## src/rtl/btb_types_pkg.sv

```systemverilog
// Shared BTB types: default geometry, entry layout, sweep FSM states and counter encodings.
// BTB_2BIT_EN adds the per-entry direction counter to the entry layout.
package btb_types_pkg;

  localparam int BTB_ADDR_W  = 32;
  localparam int BTB_ENTRIES = 16;
  localparam int BTB_IDX_W   = $clog2(BTB_ENTRIES);
  localparam int BTB_TAG_W   = BTB_ADDR_W - BTB_IDX_W - 2;
  localparam int BTB_TGT_W   = BTB_ADDR_W - 2;

  localparam logic [1:0] CNT_SNT = 2'b00;
  localparam logic [1:0] CNT_WNT = 2'b01;
  localparam logic [1:0] CNT_WT  = 2'b10;
  localparam logic [1:0] CNT_ST  = 2'b11;

  typedef enum logic {
    IDLE  = 1'b0,
    SWEEP = 1'b1
  } btb_state_t;

  // Layout at the default geometry; the top rebuilds it at its own parameter widths.
  typedef struct packed {
    logic                 valid;
    logic [BTB_TAG_W-1:0] tag;
    logic [BTB_TGT_W-1:0] target;
`ifdef BTB_2BIT_EN
    logic [1:0]           cnt;
`endif
  } btb_entry_t;

endpackage

```

## src/rtl/sat_counter2.sv

```systemverilog
// Combinational next value of a 2-bit saturating up/down direction counter.
// Zero latency; no flow control.
module sat_counter2
  import btb_types_pkg::*;
(
  input  logic [1:0] i_cnt,
  input  logic       i_up,
  output logic [1:0] o_cnt
);

  always_comb begin
    o_cnt = i_cnt;
    if (i_up) begin
      if (i_cnt != CNT_ST) o_cnt = i_cnt + 2'd1;
    end else begin
      if (i_cnt != CNT_SNT) o_cnt = i_cnt - 2'd1;
    end
  end

endmodule

```

## src/rtl/branch_target_buffer.sv

```systemverilog
// Direct-mapped BTB: same-cycle lookup, one-edge training write, ENTRIES-cycle invalidate sweep (busy).
// Define BTB_2BIT_EN for 2-bit direction counters; otherwise every hit predicts taken.
module branch_target_buffer
  import btb_types_pkg::*;
#(
  parameter int ENTRIES = BTB_ENTRIES,
  parameter int ADDR_W  = BTB_ADDR_W
) (
  input  logic              CLK,
  input  logic              nRST,
  input  logic [ADDR_W-1:0] lookup_pc,
  output logic              pred_hit,
  output logic              pred_taken,
  output logic [ADDR_W-1:0] pred_target,
  input  logic              upd_en,
  input  logic [ADDR_W-1:0] upd_pc,
  input  logic              upd_taken,
  input  logic [ADDR_W-1:0] upd_target,
  input  logic              flush,
  output logic              busy
);

  localparam int IDX_W = $clog2(ENTRIES);
  localparam int TAG_W = ADDR_W - IDX_W - 2;
  localparam int TGT_W = ADDR_W - 2;

  typedef struct packed {
    logic [TAG_W-1:0] tag;
    logic [TGT_W-1:0] target;
`ifdef BTB_2BIT_EN
    logic [1:0]       cnt;
`endif
  } entry_t;

  logic [ENTRIES-1:0] r_valid;
  entry_t             r_entry [ENTRIES];
  btb_state_t         r_state;
  btb_state_t         w_state_nxt;
  logic [IDX_W-1:0]   r_ptr;
  logic               w_ptr_last;

  logic [IDX_W-1:0]   w_lk_idx;
  logic [TAG_W-1:0]   w_lk_tag;
  entry_t             w_lk_ent;

  logic [IDX_W-1:0]   w_up_idx;
  logic [TAG_W-1:0]   w_up_tag;
  entry_t             w_up_ent;
  logic               w_up_hit;
  logic               w_upd_go;
  logic               w_wr_en;
  logic               w_inval;
  entry_t             w_wr_ent;
  logic               w_unused_bits;

  assign w_unused_bits = ^{upd_pc[1:0], upd_target[1:0]};

  assign w_lk_idx = lookup_pc[IDX_W+1:2];
  assign w_lk_tag = lookup_pc[ADDR_W-1:IDX_W+2];
  assign w_lk_ent = r_entry[w_lk_idx];

  assign pred_hit = r_valid[w_lk_idx] & (w_lk_ent.tag == w_lk_tag) & ~busy;
`ifdef BTB_2BIT_EN
  assign pred_taken = pred_hit & w_lk_ent.cnt[1];
`else
  assign pred_taken = pred_hit;
`endif
  assign pred_target = pred_taken ? {w_lk_ent.target, 2'b00} : lookup_pc + ADDR_W'(4);

  assign w_ptr_last = (r_ptr == IDX_W'(ENTRIES - 1));

  always_ff @(posedge CLK or negedge nRST) begin
    if (!nRST) r_state <= IDLE;
    else       r_state <= w_state_nxt;
  end

  // A flush seen mid-sweep keeps the FSM in SWEEP and restarts the pointer.
  always_comb begin
    w_state_nxt = r_state;
    case (r_state)
      IDLE:    if (flush) w_state_nxt = SWEEP;
      SWEEP:   if (!flush && w_ptr_last) w_state_nxt = IDLE;
      default: w_state_nxt = IDLE;
    endcase
  end

  always_comb begin
    busy = (r_state == SWEEP);
  end

  always_ff @(posedge CLK or negedge nRST) begin
    if (!nRST)      r_ptr <= '0;
    else if (flush) r_ptr <= '0;
    else if (busy)  r_ptr <= r_ptr + IDX_W'(1);
  end

  assign w_upd_go = upd_en & ~flush & (r_state == IDLE);
  assign w_up_idx = upd_pc[IDX_W+1:2];
  assign w_up_tag = upd_pc[ADDR_W-1:IDX_W+2];
  assign w_up_ent = r_entry[w_up_idx];
  assign w_up_hit = r_valid[w_up_idx] & (w_up_ent.tag == w_up_tag);

`ifdef BTB_2BIT_EN
  logic [1:0] w_cnt_nxt;

  sat_counter2 u_sat_counter2 (
    .i_cnt (w_up_ent.cnt),
    .i_up  (upd_taken),
    .o_cnt (w_cnt_nxt)
  );
`endif

  always_comb begin
    w_wr_en  = 1'b0;
    w_inval  = 1'b0;
    w_wr_ent = w_up_ent;
    if (w_upd_go) begin
      if (w_up_hit) begin
        w_wr_en = upd_taken;
        if (upd_taken) w_wr_ent.target = upd_target[ADDR_W-1:2];
`ifdef BTB_2BIT_EN
        w_wr_en      = 1'b1;
        w_wr_ent.cnt = w_cnt_nxt;
`else
        w_inval = ~upd_taken;
`endif
      end else if (upd_taken) begin
        w_wr_en         = 1'b1;
        w_wr_ent.tag    = w_up_tag;
        w_wr_ent.target = upd_target[ADDR_W-1:2];
`ifdef BTB_2BIT_EN
        w_wr_ent.cnt    = CNT_WT;
`endif
      end
    end
  end

  always_ff @(posedge CLK or negedge nRST) begin
    if (!nRST) begin
      r_valid <= '0;
    end else if (busy) begin
      r_valid[r_ptr] <= 1'b0;
    end else if (w_wr_en) begin
      r_valid[w_up_idx] <= 1'b1;
    end else if (w_inval) begin
      r_valid[w_up_idx] <= 1'b0;
    end
  end

  always_ff @(posedge CLK or negedge nRST) begin
    if (!nRST) begin
      for (int i = 0; i < ENTRIES; i++) r_entry[i] <= '0;
    end else if (w_wr_en) begin
      r_entry[w_up_idx] <= w_wr_ent;
    end
  end

endmodule
```

## config.mk

```make
export PLATFORM = sky130hd
export DESIGN_NAME = branch_target_buffer
export DESIGN_NICKNAME = d
export VERILOG_FILES = /design/src/rtl/btb_types_pkg.sv /design/src/rtl/sat_counter2.sv /design/src/rtl/branch_target_buffer.sv
export SDC_FILE = /design/constraint.sdc
export NUM_CORES = 2
export LEC_CHECK = 0
export CORE_MARGIN = 10
export CORE_UTILIZATION = 60
export DETAILED_ROUTE_END_ITERATION = 12
export PLACE_DENSITY = 0.78
export SYNTH_ARGS = -nofsm -noshare
export SYNTH_HDL_FRONTEND = slang
export SYNTH_SLANG_ARGS = --single-unit
```

## constraint.sdc

```tcl
create_clock -name CLK -period 5.8 [get_ports CLK]
set_input_delay 1.16 -clock CLK [delete_from_list [all_inputs] [get_ports CLK]]
set_output_delay 1.16 -clock CLK [all_outputs]
set_load 0.02 [all_outputs]
```

# Word level (Yosys, flattened, before mapping)
# Cells that the tools add are included.
dict set report op_classes {
  reduce_logical 7
  addsub 2
  n_mux 36
  n_bitwise 15
  magnitude_cmp 8
  n_eq_ne 3
}
# op count
set op_table {}
lappend op_table {{bitwise mux 896 bit} 1}
lappend op_table {{binary-select mux 56 bit (select 4 bit)} 2}
lappend op_table {{2-to-1 mux 56 bit} 7}
lappend op_table {{demux 56 bit (select 4 bit)} 1}
lappend op_table {{2-to-1 mux 30 bit} 2}
lappend op_table {{equality test 26 bit} 2}
lappend op_table {{2-to-1 mux 16 bit} 3}
lappend op_table {{adder 32 x 3 -> 32 bit, second input constant} 1}
lappend op_table {{AND 16 bit} 2}
lappend op_table {{2-to-1 mux 32 bit} 1}
lappend op_table {{inverter 16 bit} 2}
lappend op_table {{2-to-1 mux 26 bit} 1}
lappend op_table {{bitwise OR 16 bit} 1}
lappend op_table {{< comparator 4 x 5 -> 1 bit, second input constant} 3}
lappend op_table {{2-to-1 mux 1 bit} 11}
lappend op_table {{greater-or-equal comparator 5 bit, second input constant} 2}
lappend op_table {{inverter 4 -> 5 bit} 2}
lappend op_table {{binary-select mux 1 bit (select 4 bit)} 2}
lappend op_table {{demux 1 bit (select 4 bit)} 2}
lappend op_table {{greater-or-equal comparator 4 x 1 -> 1 bit, second input constant} 2}
lappend op_table {{2-to-1 mux 4 bit} 2}
lappend op_table {{AND 1 bit} 5}
lappend op_table {{< comparator 5 x 1 -> 1 bit, second input constant} 1}
lappend op_table {{adder 4 x 1 -> 4 bit, second input constant} 1}
lappend op_table {{7 further kinds} 12}
dict set report totals {
  elab_cells 106
  ff_bits 917
  out_inout_bits 35
}

# Logic depth before layout (Yosys ltp)
dict set report logic_depth {
  word_depth 11
  mapped_depth 13
}

# Worst setup path before layout
# No wires, ideal clock.
dict set report synth_timing {
  kind {input -> output}
  from {input lookup_pc[2]}
  to {output pred_target[10]}
  path_slack_ns 0.688
  path_buffers 5
  stages 8
  arrival_time_ns 3.952
  cell_sequence {buf_2 -> buf_2 -> buf_2 -> buf_2 -> buf_1 -> mux4_2 -> mux4_2 -> mux2_2}
}
dict set report synth_via {
  elab_chain_cells 8
  word_cells_on_any_way 11
  cone_classes {add/sub: 1; eq/ne: 1; mux: 6; bitwise: 3}
}
# element line
set synth_lines {}
lappend synth_lines {{start, declared} branch_target_buffer.sv:11} ;# input logic [ADDR_W-1:0] lookup_pc,
lappend synth_lines {{inverter 4 -> 5 bit (implied by the code)} branch_target_buffer.sv:60} ;# assign w_lk_ent = r_entry[w_lk_idx];
lappend synth_lines {{binary-select mux 56 bit (select 4 bit)} branch_target_buffer.sv:60}
lappend synth_lines {{2-to-1 mux 56 bit (implied by the code) (2 in series)} branch_target_buffer.sv:60}
lappend synth_lines {{equality test 26 bit} branch_target_buffer.sv:62} ;# assign pred_hit = r_valid[w_lk_idx] & (w_lk_ent.tag == w_lk_tag) & ~busy;
lappend synth_lines {{AND 1 bit (2 in series)} branch_target_buffer.sv:62}
lappend synth_lines {{2-to-1 mux 32 bit (*)} branch_target_buffer.sv:68} ;# assign pred_target = pred_taken ? {w_lk_ent.target, 2'b00} : lookup_pc + ADDR_W'(4);
lappend synth_lines {{end, declared} branch_target_buffer.sv:14} ;# output logic [ADDR_W-1:0] pred_target,
# Mark *: on every way between the ends. The rest lies on a longest branch, timed or not. The select of a mux whose other input is x is not followed.

# Worst setup path in the final report
dict set report layout_timing {
  from {input lookup_pc[2]}
  to {output pred_target[0]}
}
dict set report layout_via {
  elab_chain_cells 8
  word_cells_on_any_way 10
  cone_classes {eq/ne: 1; mux: 6; bitwise: 3}
}
# element line
set layout_lines {}
lappend layout_lines {{inverter 4 -> 5 bit (implied by the code)} branch_target_buffer.sv:60}
lappend layout_lines {{binary-select mux 56 bit (select 4 bit)} branch_target_buffer.sv:60}
lappend layout_lines {{2-to-1 mux 56 bit (implied by the code) (2 in series)} branch_target_buffer.sv:60}
lappend layout_lines {{equality test 26 bit} branch_target_buffer.sv:62}
lappend layout_lines {{AND 1 bit (*) (2 in series)} branch_target_buffer.sv:62}
lappend layout_lines {{2-to-1 mux 32 bit (*)} branch_target_buffer.sv:68}
# Marks and branches as above.

==> run_results.csv <==
group,metric,value,unit
run_status,status,"complete, but fails checks",
run_status,violations,"design-rule violations",
yosys,synth_top_area_cell,"dfrtp_1",
setup_path,worstPathMaxFanout,13,
power_and_ir_drop,power_frac_clock,0.460,
yosys,yosysWarnings,0,
timing,fin_skew,39.7,ps
placed_design,dpl_cell_area,49400,µm²
power_and_ir_drop,p_leak,25.1,nW
power_and_ir_drop,ir_worst_vdd,382,µV
timing,worst_pin_slew,945,ps
yosys,synth-seq-area-share,0.492,
timing,setup_violations,0,
routing,via_count,29800,
yosys,synth.most_common_cell,"dfrtp_1",
routing,drtAntennaViolNets,0,
power_and_ir_drop,seqPwrFrac,0.467,
floorplanning,die_w,299,µm
routing,wl_per_cell,31.0,µm
yosys,synth_top_area_frac,0.492,
placed_design,post-dp-hpwl,81.8,mm
cts,cts_made_buffers,96,
yosys,netlist_top_cells_area,"dfrtp_1, mux2_2, mux4_2",
setup_path,cp_slowest_cell,"mux4_2",
finish,fillers,5249,
setup_path,r2r_cells,10,
timing,fmaxAchievable,174,MHz
yosys,ys_ff_latch,917,
global_route,grt_max_degree,166,
finish,drive_gt1_frac,0.473,
yosys,synth_common_cells,"dfrtp_1, mux2_2, mux4_2",
min_path,hp-class,"reg -> reg",
finish,area_delta_synth_final,13.2,%
cts,post-cts-setup-buffers,0,
setup_path,cp-start-kind,"input port",
yosys,ys_types,66,
placed_design,portBuffers,131,
power_and_ir_drop,power_density,263,nW/µm²
yosys,synth_area,46700,µm²
yosys,synth_nets,3256,
power_and_ir_drop,p_sw_frac,0.240,
timing,slew_violations,0,
power_and_ir_drop,p_sw,3.33,mW
routing,drt_iter0_markers,3056,
setup_path,arrival,4570,ps
cts,htree_levels,3,
floorplanning,core_area,77300,µm²
yosys,synth_flop_cell,"dfrtp_1",
global_route,antenna_found_initial,7,
cts,ctsLongestPathBuffers,3,
routing,avgViaCountPerCell,6.90,
setup_path,critical_path.most_common_cell,"buf_4",
timing,fin_crit_sh,0.989,
setup_path,max_stage_delay,550,ps
finish,fin_area,52800,µm²
global_route,gr-total-overflow,0,
global_route,grt_pass1_wl,202,mm
floorplanning,io_pins,136,
routing,dr.pass1.iters,9,
yosys,async_flop_share,1.00,
yosys,syn_area_per_cell,14.8,µm²
routing,drc,2,
power_and_ir_drop,p_int,10.6,mW
finish,nets,3303,
timing,slew_headroom,0.370,
placed_design,place_congestion,0.922,
setup_path,worstPathCellList,"buf_8, buf_16, mux4_2, mux4_2, xnor2_1, buf_4, nand4_1, nor3_1, nand3_1, buf_4, buf_4, and2_1, clkdlybuf4s50_1",
min_path,holdPathStages,1,
timing,fin_crit,5730,ps
cts,post_cts_resized,0,
global_route,first_global_vias,31500,
global_route,track_usage,0.296,
floorplanning,die_h,299,µm
setup_path,cp.required,4640,ps
cts,cts_tree,"done",
timing,hold_ws,501,ps
routing,wirelength,133,mm
yosys,syn_inst,3150,
cts,cts_sinks,917,
setup_path,critPathCaptureType,"output port",
cts,clock_latency,690,ps
cts,cts_hold_buffers,0,
floorplanning,row_count,102,
floorplanning,die_area,89300,µm²
timing,final_hold_viol_count,0,
cts,clk_pin_slew_worst_paths,60,ps
setup_path,crit_type,"in -> out",
cts,cts_root_buf,"clkbuf_16",
floorplanning,initial_utilization,0.603,
yosys,synth_edf_count,0,
flow_run,drv_cap,0,
power_and_ir_drop,p_comb_frac,0.073,
cell type report:
| type | instances | area (µm²) | area share |
|---|---|---|---|
| well taps | 1040 | 1300 | 0.0246 |
| diodes | 3 | 7.51 | 0.000142 |
| flip-flops and latches | 917 | 22900 | 0.434 |
| inverters | 15 | 56.3 | 0.00107 |
| clock inverters | 37 | 561 | 0.0106 |
| clock buffers | 131 | 2740 | 0.0518 |
| multi-input cells | 1923 | 22600 | 0.427 |
| repair buffers | 244 | 2680 | 0.0506 |
layer usage:
layer | track usage | part of all wire | wire [µm]
met1 | 0.396 | 0.40 | 52800
met2 | 0.468 | 0.48 | 63600
met3 | 0.0713 | 0.090 | 12100
met4 | 0.115 | 0.036 | 4860
met5 | 0 | 0.00045 | 60
placed cells by master (no fill, tap or decap), types with 29 or more instances in the layout:
| cell type | Yosys | routed |
|---|---|---|
| mux4_2 | 348 | 348 |
| dfrtp_1 | 917 | 917 |
| buf_4 | 16 | 82 |
| clkdlybuf4s50_1 | 0 | 94 |
| o21ai_0 | 69 | 69 |
| mux2_2 | 887 | 887 |
| nand3_1 | 32 | 31 |
| nor2_1 | 36 | 29 |
| nand2_1 | 130 | 121 |
| clkbuf_16 | 0 | 99 |
| xnor2_1 | 62 | 61 |
| a22oi_1 | 38 | 38 |
| mux2i_1 | 106 | 106 |
registers in the layout (all words and copies together) (netlist names), named ones only:
name	flops
busy	1
r_entry	896
r_ptr	4
stage by stage:
step / instances / setup slack, ps / setup TNS [ps] / total power, mW / utilization
floorplan: 3150 / 688 / 0 / 7.12 / -
global placement: 4137 / 55.4 / 0 / 7.57 / 0.638
detailed placement: 4137 / 44.5 / 0 / 7.60 / 0.638
CTS: 4305 / 23.7 / 0 / 14.0 / 0.681
global route: 4308 / -2.99 / -3.19 / 14.3 / 0.683
finish: 4310 / 66.0 / 0 / 13.9 / 0.683
power groups by stage:
stage	clock, mW	sequential, mW	combinational (mW)
2_1_floorplan	0	6.59	0.534
3_3_place_gp	0	6.60	0.974
3_5_place_dp	0	6.60	0.999
4_1_cts	6.46	6.49	1.00
5_1_grt	6.75	6.49	1.08
6_report	6.39	6.49	1.01
critical path: cells and delay by family:
| family | cells | cell delay (ps) |
|---|---|---|
| and+or+nand+nor | 4 | 630 |
| muxes | 2 | 1070 |
| xor gates and xnor gates | 1 | 180 |
| buffers and inverters | 6 | 1470 |
path summary, 6_finish.rpt:
| path | startpoint | to | slack, ps |
|---|---|---|---|
| max | lookup_pc[2] | pred_target[0] | 70 |
| min | r_entry[752] | r_entry[752] | 500 |
| max reg2reg | r_entry[496] | register | 2340 |
| min reg2reg | r_entry[752] | r_entry[752] | 500 |
| max in group asynchronous | nRST | r_entry[695] | 3780 |
| min in group asynchronous | nRST | r_entry[839] | 540 |
cell families after synthesis:
group | count (synthesis) | share of synthesized area
compound gates | 196 | 0.0270
xor+xnor | 76 | 0.0143
fa+ha+maj | 5 | 0.00134
buf+inv | 310 | 0.0278
flops | 917 | 0.492
mux | 1350 | 0.408
simple gates | 296 | 0.0303
Power figures use the tool's default switching activity.
